## config.mk

```make
export PLATFORM = sky130hd
export DESIGN_NAME = register_file_sb
export DESIGN_NICKNAME = d
export VERILOG_FILES = /design/src/rtl/regfile_pkg.sv /design/src/rtl/regfile_scoreboard.sv /design/src/rtl/register_file_sb.sv
export SDC_FILE = /design/constraint.sdc
export NUM_CORES = 1
export LEC_CHECK = 0
export CORE_MARGIN = 2
export CORE_UTILIZATION = 51
export CTS_CLUSTER_DIAMETER = 150
export CTS_CLUSTER_SIZE = 30
export DETAILED_ROUTE_END_ITERATION = 12
export PLACE_DENSITY = 0.72
export SLEW_MARGIN = 20
export SYNTH_ARGS = -nofsm -noshare
export SYNTH_HDL_FRONTEND = slang
export SYNTH_SLANG_ARGS = --single-unit
export TNS_END_PERCENT = 10
```

## constraint.sdc

```tcl
create_clock -name Clock -period 3.9 [get_ports Clock]
set_clock_uncertainty 0.05 [all_clocks]
set_input_delay 0.78 -clock Clock [delete_from_list [all_inputs] [get_ports Clock]]
set_output_delay 0.78 -clock Clock [all_outputs]
set_load 0.01 [all_outputs]
```

## src/rtl/regfile_pkg.sv

```systemverilog
// regfile_pkg: shared definitions for the register_file_sb slice.
//   DEF_WIDTH / DEF_DEPTH : default register width and register count
//   AW                    : address width for the default depth
//   ZERO_IDX              : index of the hardwired zero register
//   reg_addr_t/reg_data_t : address and data types at default sizes
//   is_zero_idx()         : true when an index names the hardwired zero register
package regfile_pkg;

  localparam int unsigned DEF_WIDTH = 24;
  localparam int unsigned DEF_DEPTH = 16;
  localparam int unsigned AW        = $clog2(DEF_DEPTH);
  localparam int unsigned ZERO_IDX  = 0;

  typedef logic [AW-1:0]        reg_addr_t;
  typedef logic [DEF_WIDTH-1:0] reg_data_t;

  function automatic logic is_zero_idx(input int unsigned idx, input bit zero_en);
    return zero_en && (idx == ZERO_IDX);
  endfunction

endpackage : regfile_pkg

```

## src/rtl/regfile_scoreboard.sv

```systemverilog
// regfile_scoreboard: per-register busy bits for multi-cycle producers.
//   i_clk        rising-edge clock
//   i_rst_n      synchronous active-low reset (clears all busy bits and conflict)
//   i_set_en     reserve request (marks i_set_reg busy)
//   i_set_reg    register being reserved
//   i_clr_en     writeback (clears busy for i_clr_reg)
//   i_clr_reg    register being written back
//   i_addr_a/b   lookup addresses
//   o_busy_a/b   busy bit at i_addr_a / i_addr_b (combinational)
//   o_conflict   one-cycle pulse: reserve hit a register that was still busy
module regfile_scoreboard
  import regfile_pkg::*;
#(
  parameter  int unsigned DEPTH    = DEF_DEPTH,
  parameter  bit          ZERO_REG = 1'b1,
  localparam int unsigned ADDR_W   = $clog2(DEPTH)
) (
  input  logic              i_clk,
  input  logic              i_rst_n,
  input  logic              i_set_en,
  input  logic [ADDR_W-1:0] i_set_reg,
  input  logic              i_clr_en,
  input  logic [ADDR_W-1:0] i_clr_reg,
  input  logic [ADDR_W-1:0] i_addr_a,
  input  logic [ADDR_W-1:0] i_addr_b,
  output logic              o_busy_a,
  output logic              o_busy_b,
  output logic              o_conflict
);

  logic [DEPTH-1:0] r_busy;
  logic [DEPTH-1:0] w_busy_nxt;
  logic             r_conflict;
  logic             w_conflict_nxt;
  logic             w_set_is_zero;

  assign w_set_is_zero = is_zero_idx(int'(i_set_reg), ZERO_REG);

  // Clear is applied first so a same-register reserve overrides it:
  // the newly issued producer is still in flight.
  always_comb begin
    w_busy_nxt = r_busy;
    if (i_clr_en) begin
      w_busy_nxt[i_clr_reg] = 1'b0;
    end
    if (i_set_en) begin
      w_busy_nxt[i_set_reg] = 1'b1;
    end
    if (ZERO_REG) begin
      w_busy_nxt[ADDR_W'(ZERO_IDX)] = 1'b0;
    end
  end

  // A reserve collides only if the old producer is not retiring this cycle.
  always_comb begin
    w_conflict_nxt = i_set_en && !w_set_is_zero && r_busy[i_set_reg]
                     && !(i_clr_en && (i_clr_reg == i_set_reg));
  end

  always_ff @(posedge i_clk) begin
    if (!i_rst_n) begin
      r_busy     <= '0;
      r_conflict <= 1'b0;
    end else begin
      r_busy     <= w_busy_nxt;
      r_conflict <= w_conflict_nxt;
    end
  end

  assign o_busy_a   = r_busy[i_addr_a];
  assign o_busy_b   = r_busy[i_addr_b];
  assign o_conflict = r_conflict;

endmodule : regfile_scoreboard

```

## src/rtl/register_file_sb.sv

```systemverilog
// register_file_sb: parametrised register file with scoreboard and MULREG.
//   Clock, ResetN          rising-edge clock, synchronous active-low reset
//   RS/RT -> ReadRS/ReadRT two combinational read ports
//   RD, WriteData, RegWrite writeback port (also clears busy[RD])
//   Reserve, ReserveReg    marks a register busy for a multi-cycle producer
//   RSBusy/RTBusy          busy state of RS/RT (combinational)
//   Conflict               registered pulse: reserve of an already-busy register
//   MulWrite, MulData      load of the 2*WIDTH product register
//   MulHi/MulLo            upper/lower halves of MULREG
// Optional build macro REGFILE_BYPASS_EN: same-cycle write-through forwarding
// to both read ports and the matching busy outputs.
module register_file_sb
  import regfile_pkg::*;
#(
  parameter  int unsigned WIDTH    = DEF_WIDTH,
  parameter  int unsigned DEPTH    = DEF_DEPTH,
  parameter  bit          ZERO_REG = 1'b1,
  localparam int unsigned ADDR_W   = $clog2(DEPTH)
) (
  input  logic               Clock,
  input  logic               ResetN,
  input  logic [ADDR_W-1:0]  RS,
  input  logic [ADDR_W-1:0]  RT,
  output logic [WIDTH-1:0]   ReadRS,
  output logic [WIDTH-1:0]   ReadRT,
  input  logic [ADDR_W-1:0]  RD,
  input  logic [WIDTH-1:0]   WriteData,
  input  logic               RegWrite,
  input  logic               Reserve,
  input  logic [ADDR_W-1:0]  ReserveReg,
  output logic               RSBusy,
  output logic               RTBusy,
  output logic               Conflict,
  input  logic               MulWrite,
  input  logic [2*WIDTH-1:0] MulData,
  output logic [WIDTH-1:0]   MulHi,
  output logic [WIDTH-1:0]   MulLo
);

  logic [WIDTH-1:0]   r_regs [DEPTH];
  logic [2*WIDTH-1:0] r_mul;

  logic w_wr_en;
  logic w_rs_zero;
  logic w_rt_zero;
  logic w_busy_rs;
  logic w_busy_rt;

  assign w_wr_en   = RegWrite && !is_zero_idx(int'(RD), ZERO_REG);
  assign w_rs_zero = is_zero_idx(int'(RS), ZERO_REG);
  assign w_rt_zero = is_zero_idx(int'(RT), ZERO_REG);

  // ---------------------------------------------------------------- storage
  always_ff @(posedge Clock) begin
    if (!ResetN) begin
      for (int unsigned i = 0; i < DEPTH; i++) begin
        r_regs[i] <= '0;
      end
      r_mul <= '0;
    end else begin
      if (w_wr_en) begin
        r_regs[RD] <= WriteData;
      end
      if (MulWrite) begin
        r_mul <= MulData;
      end
    end
  end

  // ------------------------------------------------------------- scoreboard
  regfile_scoreboard #(
    .DEPTH    (DEPTH),
    .ZERO_REG (ZERO_REG)
  ) u_scoreboard (
    .i_clk      (Clock),
    .i_rst_n    (ResetN),
    .i_set_en   (Reserve),
    .i_set_reg  (ReserveReg),
    .i_clr_en   (RegWrite),
    .i_clr_reg  (RD),
    .i_addr_a   (RS),
    .i_addr_b   (RT),
    .o_busy_a   (w_busy_rs),
    .o_busy_b   (w_busy_rt),
    .o_conflict (Conflict)
  );

  // ------------------------------------------------------------------ reads
`ifdef REGFILE_BYPASS_EN
  logic w_fwd_rs;
  logic w_fwd_rt;

  // w_wr_en already excludes the zero register, so no forwarding from it.
  assign w_fwd_rs = w_wr_en && (RS == RD);
  assign w_fwd_rt = w_wr_en && (RT == RD);

  always_comb begin
    ReadRS = r_regs[RS];
    ReadRT = r_regs[RT];
    RSBusy = w_busy_rs;
    RTBusy = w_busy_rt;
    if (w_fwd_rs) begin
      ReadRS = WriteData;
      // The retiring write makes the register ready now, unless a new
      // producer is being reserved onto it in the same cycle.
      if (!(Reserve && (ReserveReg == RS))) begin
        RSBusy = 1'b0;
      end
    end
    if (w_fwd_rt) begin
      ReadRT = WriteData;
      if (!(Reserve && (ReserveReg == RT))) begin
        RTBusy = 1'b0;
      end
    end
    if (w_rs_zero) begin
      ReadRS = '0;
      RSBusy = 1'b0;
    end
    if (w_rt_zero) begin
      ReadRT = '0;
      RTBusy = 1'b0;
    end
  end
`else
  always_comb begin
    ReadRS = r_regs[RS];
    ReadRT = r_regs[RT];
    RSBusy = w_busy_rs;
    RTBusy = w_busy_rt;
    if (w_rs_zero) begin
      ReadRS = '0;
      RSBusy = 1'b0;
    end
    if (w_rt_zero) begin
      ReadRT = '0;
      RTBusy = 1'b0;
    end
  end
`endif

  // ----------------------------------------------------------------- MULREG
  assign MulHi = r_mul[2*WIDTH-1:WIDTH];
  assign MulLo = r_mul[WIDTH-1:0];

endmodule : register_file_sb

```

==> results.json, run 1 <==
{
  "syn_area_sq_um": 22900,
  "crit_type": "in2out",
  "whs_path_depth": 2,
  "power.density_nw_per_um2": 357,
  "synth_common_cells": "381 x edfxtp_1, 362 x and2_1, 158 x mux2i_1",
  "clock_latency_ns": 0.54,
  "drive_gt1_share_pct": 19.2,
  "root_buffer": "clkbuf_16",
  "status": "complete, but fails checks",
  "fillCellCount": 3493,
  "pin_count": 192,
  "die_h_microns": 216,
  "wl_met2_microns": 34200,
  "async_flop_share_pct": 0,
  "yosysSeqAreaShare_pct": 55.5,
  "gr-total-overflow": 0,
  "final_nets": 2001,
  "crit_path_start_kind": "input port",
  "post-route-drc-count": 0,
  "dp_hpwl_microns": 46500,
  "hold_end": "r_mul[14]",
  "drtPass1Iterations": 5,
  "setup_viol": 1,
  "ys.flop_type": "edfxtp_1",
  "num_vias": 16200,
  "slowest_delay_ns": 0.60,
  "min_path_type": "reg2reg",
  "topRoutingLayerUsed": "met4",
  "final_util_pct": 61.3,
  "reg2reg_slack_ns": 2.54,
  "r2r_cells": 4,
  "cp_slowest_cell": "clkdlybuf4s50_1",
  "power.leakage_nw": 9.78,
  "hold_viol": 0,
  "max_clock_freq_mhz": 256,
  "routed_wl_microns": 73700,
  "first_global_vias": 16300,
  "rsz0062_at_grt": "true",
  "gp_congestion": 0.937,
  "tightestPinTransition_ns": 0.878,
  "dieWidth_microns": 216,
  "hp-start": "r_mul[14]",
  "cts_tree": "done",
  "fin_crit_sh_pct": 100,
  "synthCells": 1687,
  "worst_slack_ns": -0.00564,
  "timing.hold.ws_ns": 0.457,
  "synth_most_common_cell": "edfxtp_1",
  "clk_pin_slew_ns": 0.10,
  "met3WireLength_microns": 8510,
  "syn2layout_area_growth_pct": 18.6,
  "synth_edf_count": 381,
  "row_count": 77,
  "slew_headroom_pct": 41.4,
  "max_cap_viol_count": 0,
  "ys_seq_elements": 445,
  "vias_per_cell": 6.46,
  "cp-end-kind": "primary output",
  "numCtsBuffers": 18,
  "wire_per_inst_microns": 29.3,
  "dpl_cell_area_sq_um": 26500,
  "grt_pass1_wl_microns": 107000,
  "ys.warnings.count": 0,
  "cp_max_fo": 6,
  "antenna_found_initial": 12,
  "violations": "setup timing",
  "reg2reg_to": "u_scoreboard.o_conflict",
  "required_ns": 3.07,
  "clock-sinks": 445,
  "clockBufferDepth": 3,
  "grt_usage_pct": 31.4,
  "synth_area_leader_cell": "edfxtp_1",
  "start_util_pct": 51.7,
  "r2r-start": "u_scoreboard.r_busy[8]",
  "fin_area_sq_um": 27200,
  "crit_arrival_ns": 3.08,
  "coreArea_sq_um": 44300,
  "fin_crit_ns": 3.91,
  "wl_met1_microns": 27300,
  "htreeDepth": 1,
  "peakVddDrop_mv": 0.333,
  "crit_top_cell": "clkdlybuf4s50_1",
  "portBuffers": 191,
  "yosys.cell_types.count": 45,
  "synth_top_area_share_pct": 49.9,
  "p_total_mw": 9.72,
  "synth_area_per_cell_sq_um": 13.6,
  "ys_top_cells_by_area": "edfxtp_1 50%, mux4_2 14%, and2_1 9.9%",
  "slew_viol_final": 0,
  "drtIter0Drc": 1949,
  "path_cells": "clkdlybuf4s50_1 > buf_4 > and2_1 > buf_12 > a221oi_1 > a32o_1 > o21bai_1 > clkdlybuf4s50_1",
  "ant_nets": 0,
  "grt_max_degree": 62,
  "die_area_sq_um": 46700
}
==> per-stage QoR <==
stage / TNS, ns / setup slack, ns / std cells
2_1_floorplan: 0 / 0.379 / 1707
3_3_place_gp: -2.80 / -0.347 / 2480
3_5_place_dp: -3.41 / -0.377 / 2480
4_1_cts: 0 / 0.00457 / 2505
5_1_grt: -0.164 / -0.0654 / 2510
6_report: -0.00564 / -0.00564 / 2512
==> what timing repair did <==
item / 4_1_cts / 5_1_grt
hold buffers: 0 / 0
setup buffers: 0 / 0
setup endpoints to repair: 22 / 21
gates resized for setup: 8 / 19
==> final cells by class <==
cell class	instances	area (sq um)	share of cell area, %
Clock buffer	24	494	1.82
Sequential cell	445	12700	46.8
Multi-Input combinational cell	1099	9780	36.0
Inverter	7	27.5	0.101
Timing Repair Buffer	337	3400	12.5
Antenna cell	7	17.5	0.0644
Tap cell	592	741	2.72
Clock inverter	1	7.51	0.0276
==> critical path: cells and delay by family <==
kind	cells	cell delay, ns
AOI/OAI and AO/OA	3	0.67
buffers and inverters	4	1.35
and+or+nand+nor	1	0.27
==> kinds of logic after synthesis <==
group	share of synthesized area, %
other	0.0164
buffers and inverters	3.50
xor gates and xnor gates	0.153
muxes	20.9
DFF	55.5
AOI/OAI and AO/OA	6.74
and+or+nand+nor	13.2
==> worst max path at each step <==
stage                     startpoint  cells past startpoint            to  slack, ns
final                          RT[2]                      8    ReadRT[22]     -0.006
after global routing           RT[2]                      9     ReadRT[3]      -0.07
after detailed placement       RT[2]                      8     ReadRT[3]      -0.38
after CTS                      RT[2]                      8     ReadRT[7]      0.005
after floorplan                RD[3]                      4  r_regs[6][0]       0.38
after global placement         RT[2]                      8    ReadRT[19]      -0.35
==> power by group <==
part / total [mW] / switching [mW] / leakage [nW] / internal [mW]
sequential: 5.57 / 0.141 / 4.17 / 5.43
combinational: 1.79 / 0.944 / 5.37 / 0.844
clock: 2.35 / 1.45 / 0.240 / 0.907
total: 9.72 / 2.53 / 9.78 / 7.18
==> state kept, by name, indices dropped and copies added (netlist names) <==
name,count
r_mul,48
u_scoreboard.r_busy,15
u_scoreboard.o_conflict,1
r_regs,381
==> metal layers <==
layer  track usage [%]  vias to the layer above
met3              6.23                      216
met5                 0                        -
li1                  -                     6772
met1              42.7                     8066
met4              13.7                        0
met2              49.5                     1183
==> cell usage in the layout, fill, tap and decap left out, types with 4 or more instances in the layout <==
cell	instances
mux2i_1	158
nand2b_1	4
a32o_1	7
mux4_2	142
xnor2_1	4
diode_2	7
nor2b_1	4
o21ai_0	22
and2_1	362
a21oi_1	91
nand3_1	8
buf_4	116
clkbuf_16	19
a221oi_1	25
a32oi_1	11
nor2_1	77
clkdlybuf4s50_1	183
edfxtp_1	381
clkbuf_1	5
a221oi_2	16
nand2_1	41
buf_12	32
nand3b_1	4
o22ai_1	8
dfxtp_1	64
or3_1	4
a211oi_1	31
nor2_2	14
o21bai_1	7
a22oi_1	5
o21ai_4	9
conb_1	21
inv_1	5
Power figures use the tool's default switching activity.
==> run 2, diff against run 1 <==
--- a/config.mk
+++ b/config.mk
@@ -15,4 +15,4 @@
 export SYNTH_ARGS = -nofsm -noshare
 export SYNTH_HDL_FRONTEND = slang
 export SYNTH_SLANG_ARGS = --single-unit
-export TNS_END_PERCENT = 10
+export TNS_END_PERCENT = 50
==> run 2 against run 1 <==
The run now ends clean. Critical path depth rose by 1. Clock power barely moved. Final area barely moved. Sequential power barely moved. Worst setup slack improved by 0.011 ns. First-iteration DRC count fell by 0.46%. Cell count did not move. Register-to-register slack barely moved. Sequential cell count did not move.
==> results.json, run 2 (synthesis results as in run 1) <==
{
  "vias_per_cell": 6.46,
  "hold_viol": 0,
  "die_area_sq_um": 46700,
  "cp_max_fo": 12,
  "clk_pin_slew_ns": 0.11,
  "dpl_cell_area_sq_um": 26500,
  "crit_type": "in2out",
  "r2r-start": "u_scoreboard.r_busy[8]",
  "r2r_cells": 4,
  "cp-startpoint": "RT[2]",
  "gp_congestion": 0.937,
  "htreeDepth": 1,
  "max_clock_freq_mhz": 257,
  "fillCellCount": 3490,
  "power_frac_seq_pct": 57.3,
  "wire_per_inst_microns": 29.4,
  "grt_usage_pct": 31.4,
  "whs_path_depth": 2,
  "slew_viol_final": 0,
  "rsz0062_at_grt": "true",
  "largest_reg_flops": 381,
  "post_cts_buffers": 0,
  "num_vias": 16200,
  "die_h_microns": 216,
  "antenna_found_initial": 12,
  "status": "finished, final reports clean",
  "layout_common_cells": "381 x edfxtp_1, 362 x and2_1, 183 x clkdlybuf4s50_1",
  "fin_crit_ns": 3.89,
  "final_util_pct": 61.4,
  "layout_commonest_cell": "edfxtp_1",
  "clockBufferDepth": 3,
  "post-route-drc-count": 0,
  "power.leakage_nw": 9.79,
  "numCtsBuffers": 18,
  "required_ns": 3.07,
  "gr-total-overflow": 0,
  "first_global_vias": 16300,
  "portBuffers": 191,
  "setup_viol": 0,
  "min_path_type": "reg2reg",
  "final_nets": 2001,
  "internal_power_mw": 7.19,
  "start_util_pct": 51.7,
  "routed_wl_microns": 73900,
  "grt_pass1_wl_microns": 107000,
  "met3WireLength_microns": 8040,
  "clock_latency_ns": 0.54,
  "wl_met1_microns": 28000,
  "ant_nets": 0,
  "wl_met2_microns": 34400,
  "cts_tree": "done",
  "drtIter0Drc": 1940,
  "top_register": "r_regs",
  "top_regs": "r_regs (381), r_mul (48), u_scoreboard.r_busy (15)",
  "drive_gt1_share_pct": 19.2,
  "clock_power_share_pct": 24.3,
  "grt_max_degree": 62,
  "clock-sinks": 445,
  "fin_area_sq_um": 27200,
  "slew_headroom_pct": 41.4,
  "power.density_nw_per_um2": 358,
  "dieWidth_microns": 216,
  "topRoutingLayerUsed": "met4",
  "peakVddDrop_mv": 0.334,
  "crit_arrival_ns": 3.06,
  "p_comb_share_pct": 18.4,
  "dp_hpwl_microns": 46500,
  "syn2layout_area_growth_pct": 18.6,
  "cp-end-kind": "primary output",
  "switchingPower_mw": 2.54,
  "hp-start": "r_mul[14]",
  "pin_count": 192,
  "max_cap_viol_count": 0,
  "root_buffer": "clkbuf_16",
  "row_count": 77,
  "drtPass1Iterations": 5,
  "coreArea_sq_um": 44300,
  "switching_share_pct": 26.1,
  "fin_crit_sh_pct": 99.9,
  "crit_path_start_kind": "input port",
  "tightestPinTransition_ns": 0.878
}
run 2: worst paths after layout:
kind,end,slack (ns)
setup / recovery,ReadRT[3],0.005
hold / removal,r_mul[14],0.46
setup reg to reg,u_scoreboard.o_conflict,2.54
hold reg to reg,r_mul[14],0.46
run 2: power groups by stage:
stage	combinational (mW)	clock [mW]	sequential (mW)
finish	1.79	2.36	5.58
CTS	1.76	2.36	5.57
detailed placement	1.75	0	5.68
global route	1.86	2.51	5.60
global placement	1.73	0	5.65
floorplan	0.880	0	5.65
run 2: what timing repair did:
action                                  4_1_cts  5_1_grt
gates resized for setup                       8       20
hold buffers                                  0        0
endpoints found under the setup margin       22       21
gates cloned                                  0        0
run 2: final cells by class:
cell class	count	area, sq um	area share [%]
inverters	7	27.5	0.101
flip-flops and latches	445	12700	46.8
well taps	592	741	2.72
clock buffers	24	494	1.82
clock inverters	1	7.51	0.0276
repair buffers	337	3400	12.5
multi-input cells	1099	9780	36.0
diodes	7	17.5	0.0644
run 2: metrics by stage:
stage | worst slack [ns] | hold WS, ns | TNS [ns] | cells | power [mW]
floorplan | 0.379 | 0.414 | 0 | 1707 | 6.53
global placement | -0.347 | 0.421 | -2.80 | 2480 | 7.38
detailed placement | -0.377 | 0.435 | -3.41 | 2480 | 7.42
CTS | 0.00457 | 0.461 | 0 | 2505 | 9.69
global route | -0.0654 | 0.481 | -0.158 | 2510 | 9.97
finish | 0.00511 | 0.457 | 0 | 2512 | 9.73
run 2: critical path, stage by stage:
cell	delay (ns)
clkdlybuf4s50_1	0.39
buf_4	0.17
nor2_2	0.36
a21oi_4	0.15
buf_12	0.17
a32o_1	0.24
o21bai_1	0.16
buf_4	0.16
clkdlybuf4s50_1	0.47
run 2: per-layer routing:
layer,global-route usage [%],up-vias
met5,0,-
met4,13.7,0
met3,6.23,194
met2,49.5,1143
met1,42.7,8116
li1,-,6766
